--- src/rtl/dpu_pkg.sv ---
// Shared widths, LeakyReLU constants and the INT8 saturation helper used by
// the processing-element arithmetic stages.
package dpu_pkg;

  localparam int ACC_W   = 32;
  localparam int DATA_W  = 8;
  localparam int SCALE_W = 16;

  // Product of a signed ACC_W value and a zero-extended SCALE_W value.
  localparam int REQ_PROD_W = ACC_W + SCALE_W + 1;

  // LeakyReLU negative slope: 13 / 128 ~= 0.1016.
  localparam int LEAKY_MUL   = 13;
  localparam int LEAKY_SHIFT = 7;
  localparam int LEAKY_PROD_W = 36;

  localparam logic signed [DATA_W-1:0] INT8_MIN = -8'sd128;
  localparam logic signed [DATA_W-1:0] INT8_MAX = 8'sd127;

  // Clamp a wide signed value into the INT8 range.
  function automatic logic signed [DATA_W-1:0] sat_int8(
    input logic signed [REQ_PROD_W-1:0] v
  );
    logic signed [REQ_PROD_W-1:0] lo;
    logic signed [REQ_PROD_W-1:0] hi;
    lo = REQ_PROD_W'(INT8_MIN);
    hi = REQ_PROD_W'(INT8_MAX);
    if (v < lo) begin
      sat_int8 = INT8_MIN;
    end else if (v > hi) begin
      sat_int8 = INT8_MAX;
    end else begin
      sat_int8 = v[DATA_W-1:0];
    end
  endfunction

endpackage

--- src/rtl/leaky_relu.sv ---
// LeakyReLU on a signed 32-bit value: positive inputs pass, negative inputs
// are scaled by 13/128 with an arithmetic shift (rounds toward -inf).
module leaky_relu
  import dpu_pkg::*;
(
  input  logic                    clk,
  input  logic                    rst_n,
  input  logic                    valid_i,
  input  logic signed [ACC_W-1:0] x_i,
  output logic signed [ACC_W-1:0] y_o,
  output logic                    done_o
);

  logic signed [LEAKY_PROD_W-1:0] prod;
  logic signed [LEAKY_PROD_W-1:0] scaled;
  logic signed [ACC_W-1:0]        y_d;
  logic signed [ACC_W-1:0]        y_q;
  logic                           done_q;

  // 36-bit product keeps x*13 exact; the shifted value always fits back in 32 bits.
  always_comb begin
    prod   = LEAKY_PROD_W'(x_i) * LEAKY_PROD_W'(LEAKY_MUL);
    scaled = prod >>> LEAKY_SHIFT;
    if (x_i[ACC_W-1]) begin
      y_d = scaled[ACC_W-1:0];
    end else begin
      y_d = x_i;
    end
  end

  // Result register loads only on valid; done mirrors the accepted strobe.
  always_ff @(posedge clk or negedge rst_n) begin
    if (!rst_n) begin
      y_q    <= '0;
      done_q <= 1'b0;
    end else begin
      done_q <= valid_i;
      if (valid_i) begin
        y_q <= y_d;
      end
    end
  end

  assign y_o    = y_q;
  assign done_o = done_q;

endmodule

--- src/rtl/mac_int8.sv ---
// INT8 x INT8 multiply plus 32-bit accumulate, one registered stage.
// The sum wraps modulo 2^32; there is deliberately no saturation.
module mac_int8
  import dpu_pkg::*;
(
  input  logic                     clk,
  input  logic                     rst_n,
  input  logic                     valid_i,
  input  logic signed [DATA_W-1:0] weight_i,
  input  logic signed [DATA_W-1:0] activation_i,
  input  logic signed [ACC_W-1:0]  acc_i,
  output logic signed [ACC_W-1:0]  acc_o,
  output logic                     done_o
);

  logic signed [2*DATA_W-1:0] prod;
  logic signed [ACC_W-1:0]    acc_d;
  logic signed [ACC_W-1:0]    acc_q;
  logic                       done_q;

  // Signed 16-bit product, sign-extended and added to the incoming partial sum.
  always_comb begin
    prod  = weight_i * activation_i;
    acc_d = acc_i + ACC_W'(prod);
  end

  // Result register loads only on valid so idle (possibly X) operands never reach it.
  always_ff @(posedge clk or negedge rst_n) begin
    if (!rst_n) begin
      acc_q  <= '0;
      done_q <= 1'b0;
    end else begin
      done_q <= valid_i;
      if (valid_i) begin
        acc_q <= acc_d;
      end
    end
  end

  assign acc_o  = acc_q;
  assign done_o = done_q;

endmodule

--- src/rtl/requantize.sv ---
// INT32 -> INT8 requantizer: multiply by an unsigned Q0.SCALE_Q scale,
// round half up, shift down and saturate to the INT8 range.
module requantize
  import dpu_pkg::*;
#(
  parameter int SCALE_Q = 16
) (
  input  logic                      clk,
  input  logic                      rst_n,
  input  logic                      valid_i,
  input  logic signed [ACC_W-1:0]   acc_i,
  input  logic        [SCALE_W-1:0] scale_i,
  output logic signed [DATA_W-1:0]  out_o,
  output logic                      done_o
);

  localparam logic signed [REQ_PROD_W-1:0] HALF_LSB =
    REQ_PROD_W'(1) <<< (SCALE_Q - 1);

  logic signed [REQ_PROD_W-1:0] scale_ext;
  logic signed [REQ_PROD_W-1:0] prod;
  logic signed [REQ_PROD_W-1:0] rounded;
  logic signed [REQ_PROD_W-1:0] shifted;
  logic signed [DATA_W-1:0]     out_d;
  logic signed [DATA_W-1:0]     out_q;
  logic                         done_q;

  // Scale is zero-extended so it is always treated as non-negative; the
  // 49-bit product cannot overflow and leaves headroom for the rounding add.
  always_comb begin
    scale_ext = REQ_PROD_W'($signed({1'b0, scale_i}));
    prod      = REQ_PROD_W'(acc_i) * scale_ext;
    rounded   = prod + HALF_LSB;
    shifted   = rounded >>> SCALE_Q;
    out_d     = sat_int8(shifted);
  end

  // Result register loads only on valid; done mirrors the accepted strobe.
  always_ff @(posedge clk or negedge rst_n) begin
    if (!rst_n) begin
      out_q  <= '0;
      done_q <= 1'b0;
    end else begin
      done_q <= valid_i;
      if (valid_i) begin
        out_q <= out_d;
      end
    end
  end

  assign out_o  = out_q;
  assign done_o = done_q;

endmodule

--- src/rtl/pe_arith_units.sv ---
// Processing-element arithmetic set: MAC, LeakyReLU and requantizer as three
// independent single-cycle stages sharing only clock and reset.
//
// Handshake: each stage samples its operands on every rising edge where its
// valid is high. There is no ready: stages never stall, so back-to-back
// valids are all accepted. The registered result and a done pulse appear
// right after the sampling edge; done is high for one cycle per accepted
// valid and stays high across consecutive valids. With valid low the result
// register holds its last value.
module pe_arith_units
  import dpu_pkg::*;
#(
  parameter int SCALE_Q = 16
) (
  input  logic                      clk,
  input  logic                      rst_n,

  input  logic                      mac_valid,
  input  logic signed [DATA_W-1:0]  mac_weight,
  input  logic signed [DATA_W-1:0]  mac_activation,
  input  logic signed [ACC_W-1:0]   mac_acc_in,
  output logic signed [ACC_W-1:0]   mac_acc_out,
  output logic                      mac_done,

  input  logic                      leaky_valid,
  input  logic signed [ACC_W-1:0]   leaky_x,
  output logic signed [ACC_W-1:0]   leaky_y,
  output logic                      leaky_done,

  input  logic                      req_valid,
  input  logic signed [ACC_W-1:0]   req_acc,
  input  logic        [SCALE_W-1:0] req_scale,
  output logic signed [DATA_W-1:0]  req_out,
  output logic                      req_done
);

  mac_int8 u_mac (
    .clk          (clk),
    .rst_n        (rst_n),
    .valid_i      (mac_valid),
    .weight_i     (mac_weight),
    .activation_i (mac_activation),
    .acc_i        (mac_acc_in),
    .acc_o        (mac_acc_out),
    .done_o       (mac_done)
  );

  leaky_relu u_leaky (
    .clk     (clk),
    .rst_n   (rst_n),
    .valid_i (leaky_valid),
    .x_i     (leaky_x),
    .y_o     (leaky_y),
    .done_o  (leaky_done)
  );

  requantize #(
    .SCALE_Q (SCALE_Q)
  ) u_req (
    .clk     (clk),
    .rst_n   (rst_n),
    .valid_i (req_valid),
    .acc_i   (req_acc),
    .scale_i (req_scale),
    .out_o   (req_out),
    .done_o  (req_done)
  );

endmodule

--- config.mk ---
export PLATFORM = sky130hd
export DESIGN_NAME = pe_arith_units
export DESIGN_NICKNAME = d
export VERILOG_FILES = /design/src/rtl/dpu_pkg.sv /design/src/rtl/leaky_relu.sv /design/src/rtl/mac_int8.sv /design/src/rtl/requantize.sv /design/src/rtl/pe_arith_units.sv
export SDC_FILE = /design/constraint.sdc
export NUM_CORES = 2
export LEC_CHECK = 0
export ABC_AREA = 1
export BUFFER_PORTS_ARGS = -buffer_cell sky130_fd_sc_hd__buf_2
export CAP_MARGIN = 25
export CORE_MARGIN = 3
export CORE_UTILIZATION = 30
export DETAILED_ROUTE_END_ITERATION = 7
export SLEW_MARGIN = 10
export SYNTH_ARGS = -nofsm -noshare
export SYNTH_HDL_FRONTEND = slang
export SYNTH_HIERARCHICAL = 1
export SYNTH_SLANG_ARGS = --single-unit
--- constraint.sdc ---
create_clock -name clk -period 0.8 [get_ports clk]
set_input_delay 0.2 -clock clk [delete_from_list [all_inputs] [get_ports clk]]
set_output_delay 0.2 -clock clk [all_outputs]
set_load 0.02 [all_outputs]
---- Word-level counts from Yosys, hierarchy flattened ----
Index checks and enable logic that the tools add are counted.
operators by class
  divide/modulo/power cells ............... 0
  eq/ne operators ......................... 0
  reductions and logical operators ........ 0
  add/subtract/negate cells ............... 2
  $mul .................................... 3
  shift-type cells ........................ 0
  $lt $le $gt $ge ......................... 2
  bitwise logic cells ..................... 0
  multiplexer cells ....................... 3
operators by type and width
  kind                    number
  $add 49x17->49 const B  1
  $mul 32x17->49          1
  $mul 32x5->36 const B   1
  $gt 33x8->1 const B     1
  $lt 33x8->1 const B     1
  $add 32x16->32          1
  $mux 32                 1
  $mul 8x8->16            1
  $mux 8                  2
storage, ports and cells
  flip-flop bits (word level) ............. 75
  output and inout port bits .............. 75
  bits in writable memories ............... 0
  word-level logic and storage cells ...... 16
  memories ................................ 0
  ROM bits ................................ 0
  latch bits .............................. 0

---- Logic depth before layout (Yosys ltp) ----
  depth after elaboration ................. 5
  gate-level depth with buffers ........... 37
  mapped depth without buffers ............ 35

---- Cells and area by module ----
The synthesis kept the hierarchy.
modules (own cells, without submodules)
  module      cells each  area an instance (µm²)  seq. area each (µm²)  times used
  requantize  3,012       21,140.3                225.2                 1
  mac_int8    911         7,235.7                 825.8                 1
  leaky_relu  748         5,236.3                 825.8                 1

---- Worst setup path before layout ----
Ideal clock, no wire load.
  path type ............................... input port to flip-flop
  start point ............................. input req_acc[31]
  end point ............................... register u_req.out_q[0], in the netlist u_req/out_o[0]
  cell stages on the path ................. 25
  setup time .............................. 0.117 ns
  slack ................................... -5.271 ns
  arrival time ............................ 5.954 ns
  required time ........................... 0.683 ns
  cell sequence ........................... clkbuf_1 > clkbuf_1 > nand2_1 > fa_1 > inv_1 > fa_1 > fa_1 > fa_1 > fa_1 > inv_1 > fa_1 > inv_1 > ha_1 > a21oi_1 > o21ai_0 > o21bai_1 > a21oi_1 > nand3_2 > a31oi_1 > xnor2_1 > inv_2 > nand2_2 > nand2_1 > nand2_1 > nand2_1
on the way
  longest elaborated chain between the ends .. 5
  elaborated cells between the ends (all ways) .. 6
  those cells by class .................... add/sub: 1; mul: 1; order compare: 2; mux: 2
ends and longest elaborated chain
  what                    line                  source
  start: declaration      pe_arith_units.sv:31  input logic signed [ACC_W-1:0] req_acc,
  $mul 32x17->49 *        requantize.sv:32      prod = REQ_PROD_W'(acc_i) * scale_ext;
  $add 49x17->49 *        requantize.sv:33      rounded = prod + HALF_LSB;
  $gt 33x8->1             dpu_pkg.sv:30         end else if (v > hi) begin
  $mux 8                  dpu_pkg.sv:30
  $mux 8 *                dpu_pkg.sv:28         if (v < lo) begin
  end signal: assignment  requantize.sv:46      out_q <= out_d;
  end: declaration        requantize.sv:25      logic signed [DATA_W-1:0] out_q;
Every way passes the cells marked *; elsewhere a longest branch is shown, timed or not.
A chain may end at the register's enable or synchronous reset.

---- Worst setup path in the final report ----
  start point ............................. input req_scale[6]
  end point ............................... register u_req.out_q[5], in the netlist u_req/out_o[5]
on the way
  longest elaborated chain between the ends .. 5
  elaborated cells between the ends (all ways) .. 6
  those cells by class .................... add/sub: 1; mul: 1; order compare: 2; mux: 2
ends and longest elaborated chain
  what                line                  source
  start: declaration  pe_arith_units.sv:32  input logic [SCALE_W-1:0] req_scale,
  $mul 32x17->49 *    requantize.sv:32
  $add 49x17->49 *    requantize.sv:33
  $gt 33x8->1         dpu_pkg.sv:30
  $mux 8              dpu_pkg.sv:30
  $mux 8 *            dpu_pkg.sv:28
Marks and branches as above.

==> results by group <==
Worst setup path
  • R2R Path Start: u_mac/acc_o[10]
  • R2R cell count: 4
  • Critical path class: in -> reg
  • CP max stage cell: fa_1
  • Critical Path Source: req_scale[6]
  • Largest stage delay, worst path: 0.51 ns
  • Crit path arrival time: 6.02 ns
  • Critical Path Start Type: primary input
  • CP endpoint kind: flop
  • CP max FO: 7
  • CP Data Required Time: 1.10 ns
  • R2R Setup Slk: -0.08 ns
  • R2r endpoint: u_mac/acc_o[10]

Synthesis
  • Synth area leaders: fa_1 (39%), inv_1 (16%), nand2_1 (15%)
  • Syn Area/Cell: 7.20 um2
  • EDFF count, synth: 0
  • Total of warnings raised by yosys: 6
  • Dominant cell type by area after synthesis: fa_1
  • Post-synthesis instance total: 4,671
  • Share of the synthesized area in the top cell type: 0.390
  • Post-Syn Nets: 5,763
  • Synth Register Bits: 75
  • Register area share after synthesis: 0.0558
  • Async SR Flop Fraction: 1.00
  • Ys flop type: dfrtp_1
  • Post-synthesis cell type count: 43
  • Mapped Area: 33,600 um2

CTS
  • Clock root cell: clkbuf_16
  • Htree depth: 3
  • Clock Sinks: 75
  • Clock Latency Late Sink: 0.36 ns
  • CTS tree: done
  • CTS max path bufs: 2
  • Clock transition at the registers of the reported paths: 0.07 ns
  • Num CTS Buffers: 9

Routing
  • ANT nets after route: 0
  • WL met3: 3.78 mm
  • Initial DRT Pass Iterations: 5
  • Vias/cell: 4.39
  • Final wirelength: 102 mm
  • Max Used Layer: met5
  • Initial DRC count: 1,357
  • DR WL/cell: 14.9 um
  • Via Count: 30.2k
  • DRC viols: 0
  • Met2 wire length: 52.1 mm
  • WL met1: 45.1 mm

Worst hold path
  • WHS Path Cells: 3
  • Hold_sp: leaky_x[4]
  • End of the worst hold path: u_leaky/y_o[4]
  • Hold Path Class: in -> reg

Cells and area
  • Commonest cells after routing, fill and taps aside: inv_1 (1,342), nand2_1 (1,078), fa_1 (620)
  • Commonest non-fill, non-tap cell in the layout: inv_1
  • Syn-to-layout area delta: 45.2%
  • Final Instance Area: 48,800 um2
  • Share of post-route cells with drive strength above 1: 0.336
  • Post-Layout Cell Count: 6,876
  • Post-layout util: 0.440
  • Fin nets: 6,474

Timing
  • Final Cycle Share: 7.15
  • RSZ-0062 raised after global routing: true
  • Max Freq: 175 MHz
  • Fin. Hold Viols: 0
  • Final setup viols: 147
  • Worst slew margin: 0.668
  • Tightest Pin Transition: 0.498 ns
  • Final setup margin: -4.92 ns
  • Setup Skew: 0 ns
  • Slew Limit Fails: 0
  • Final worst path period need: 5.72 ns

Placement
  • Cells after DPL: 6,740
  • DP Area: 43,000 um2
  • Pre-CTS WS: -5.68 ns
  • DP HPWL: 85.4 mm
  • IO Port Bufs: 207
  • RD Place Congestion: 0.905

Outcome
  • Outcome: finished with violations
  • Violated checks: setup timing

Die
  • Die Y: 341 um
  • Initial Utilization: 0.303
  • Die width: 341 um
  • Ports: 208
  • Die area: 116,000 um2
  • Rows: 122
  • Core area: 111,000 um2

GRT
  • Largest net degree at the start of global routing: 34
  • GRT overflow: 0
  • First-pass GRT wire length: 169 mm
  • Initial antenna violation count: 2
  • Number of global-route vias before repair: 32.7k
  • GRT Total Usage: 0.178

Job
  • Max Cap Viol: 0
[per-stage QoR]
| stage | TNS [ns] | hold WS, ns |
|---|---|---|
| CTS | -206.38 | 0.141 |
| finish | -206.71 | 0.176 |
| floorplan | -190.30 | -0.0956 |
| detailed placement | -218.13 | 0.0543 |
| global route | -217.22 | 0.160 |
| global placement | -217.12 | 0.0488 |
[Yosys cell counts (7+ instances only)]
cell and number:
inv_1 1465, nand2_1 1323, fa_1 654, ha_1 305, nor2_1 177, clkbuf_1 139, a21oi_1 130, nand3_1 109
dfrtp_1 75, o21ai_0 57, nand4_1 33, xnor2_1 27, nand2_2 19, nor3_1 18, xor2_1 17, o21ai_1 16
o21bai_1 15, nor2_2 9, a21o_1 8, nand3_2 8, nor3_2 7, o21a_1 7
[flip-flops by register name, indices dropped and copies added, names as in the netlist]
signal,cells
u_leaky/y_o,32
u_leaky/done_o,1
u_req/out_o,8
u_mac/done_o,1
u_mac/acc_o,32
u_req/done_o,1
[worst max-delay path by stage]
stage	to	slack, ns
3_3_place_gp	u_req/out_o[4]	-5.66
5_1_grt	u_req/out_o[1]	-5.17
6_report	u_req/out_o[5]	-4.92
2_1_floorplan	u_req/out_o[0]	-4.76
4_1_cts	u_req/out_o[5]	-4.85
3_5_place_dp	u_req/out_o[5]	-5.68
[kinds of logic (layout without fill, tap and decap cells)]
| group | after synthesis | after routing | share of synthesized area |
|---|---|---|---|
| simple gates | 1722 | 1722 | 0.207 |
| buf+inv | 1617 | 2333 | 0.181 |
| fa+ha+maj | 959 | 959 | 0.503 |
| compound gates | 254 | 254 | 0.0421 |
| flops | 75 | 75 | 0.0558 |
| xor+xnor | 44 | 44 | 0.0115 |
| other cells | 0 | 1 | 0 |
[critical path, delay by kind of cell]
kind	cells	cell delay, ns
adder cells (fa/ha/maj)	7	3.21
AND/OR/NAND/NOR	15	1.58
buffers and inverters	9	1.01
[per-layer routing]
layer  GRT usage  up-vias
met2       0.322      528
li1            -    14700
met5           0        -
met3      0.0185      106
met4      0.0252        2
met1       0.233    14900
[cell type report]
| class | instances | area, um2 |
|---|---|---|
| diodes | 1 | 2.50 |
| clock buffers | 9 | 225 |
| clock inverters | 7 | 65.1 |
| fillers | 10800 | 62200 |
| inverters | 1474 | 5580 |
| multi-input cells | 2979 | 31400 |
| flip-flops and latches | 75 | 1880 |
| well taps | 1488 | 1860 |
| repair buffers | 843 | 7840 |
[repair_timing]
| item | CTS | global route |
|---|---|---|
| cloned | 8 | 3 |
| gates resized for setup | 744 | 374 |
| setup buffers | 71 | 48 |
| hold buffers | 2 | 0 |
| endpoints found under the hold margin | 76 | 0 |
| endpoints found under the setup margin | 147 | 147 |
| pin swaps | 402 | 375 |
Power is left out: the tool's default activity adds up to more than one toggle a clock period on the data nets, which glitch-free logic cannot reach.
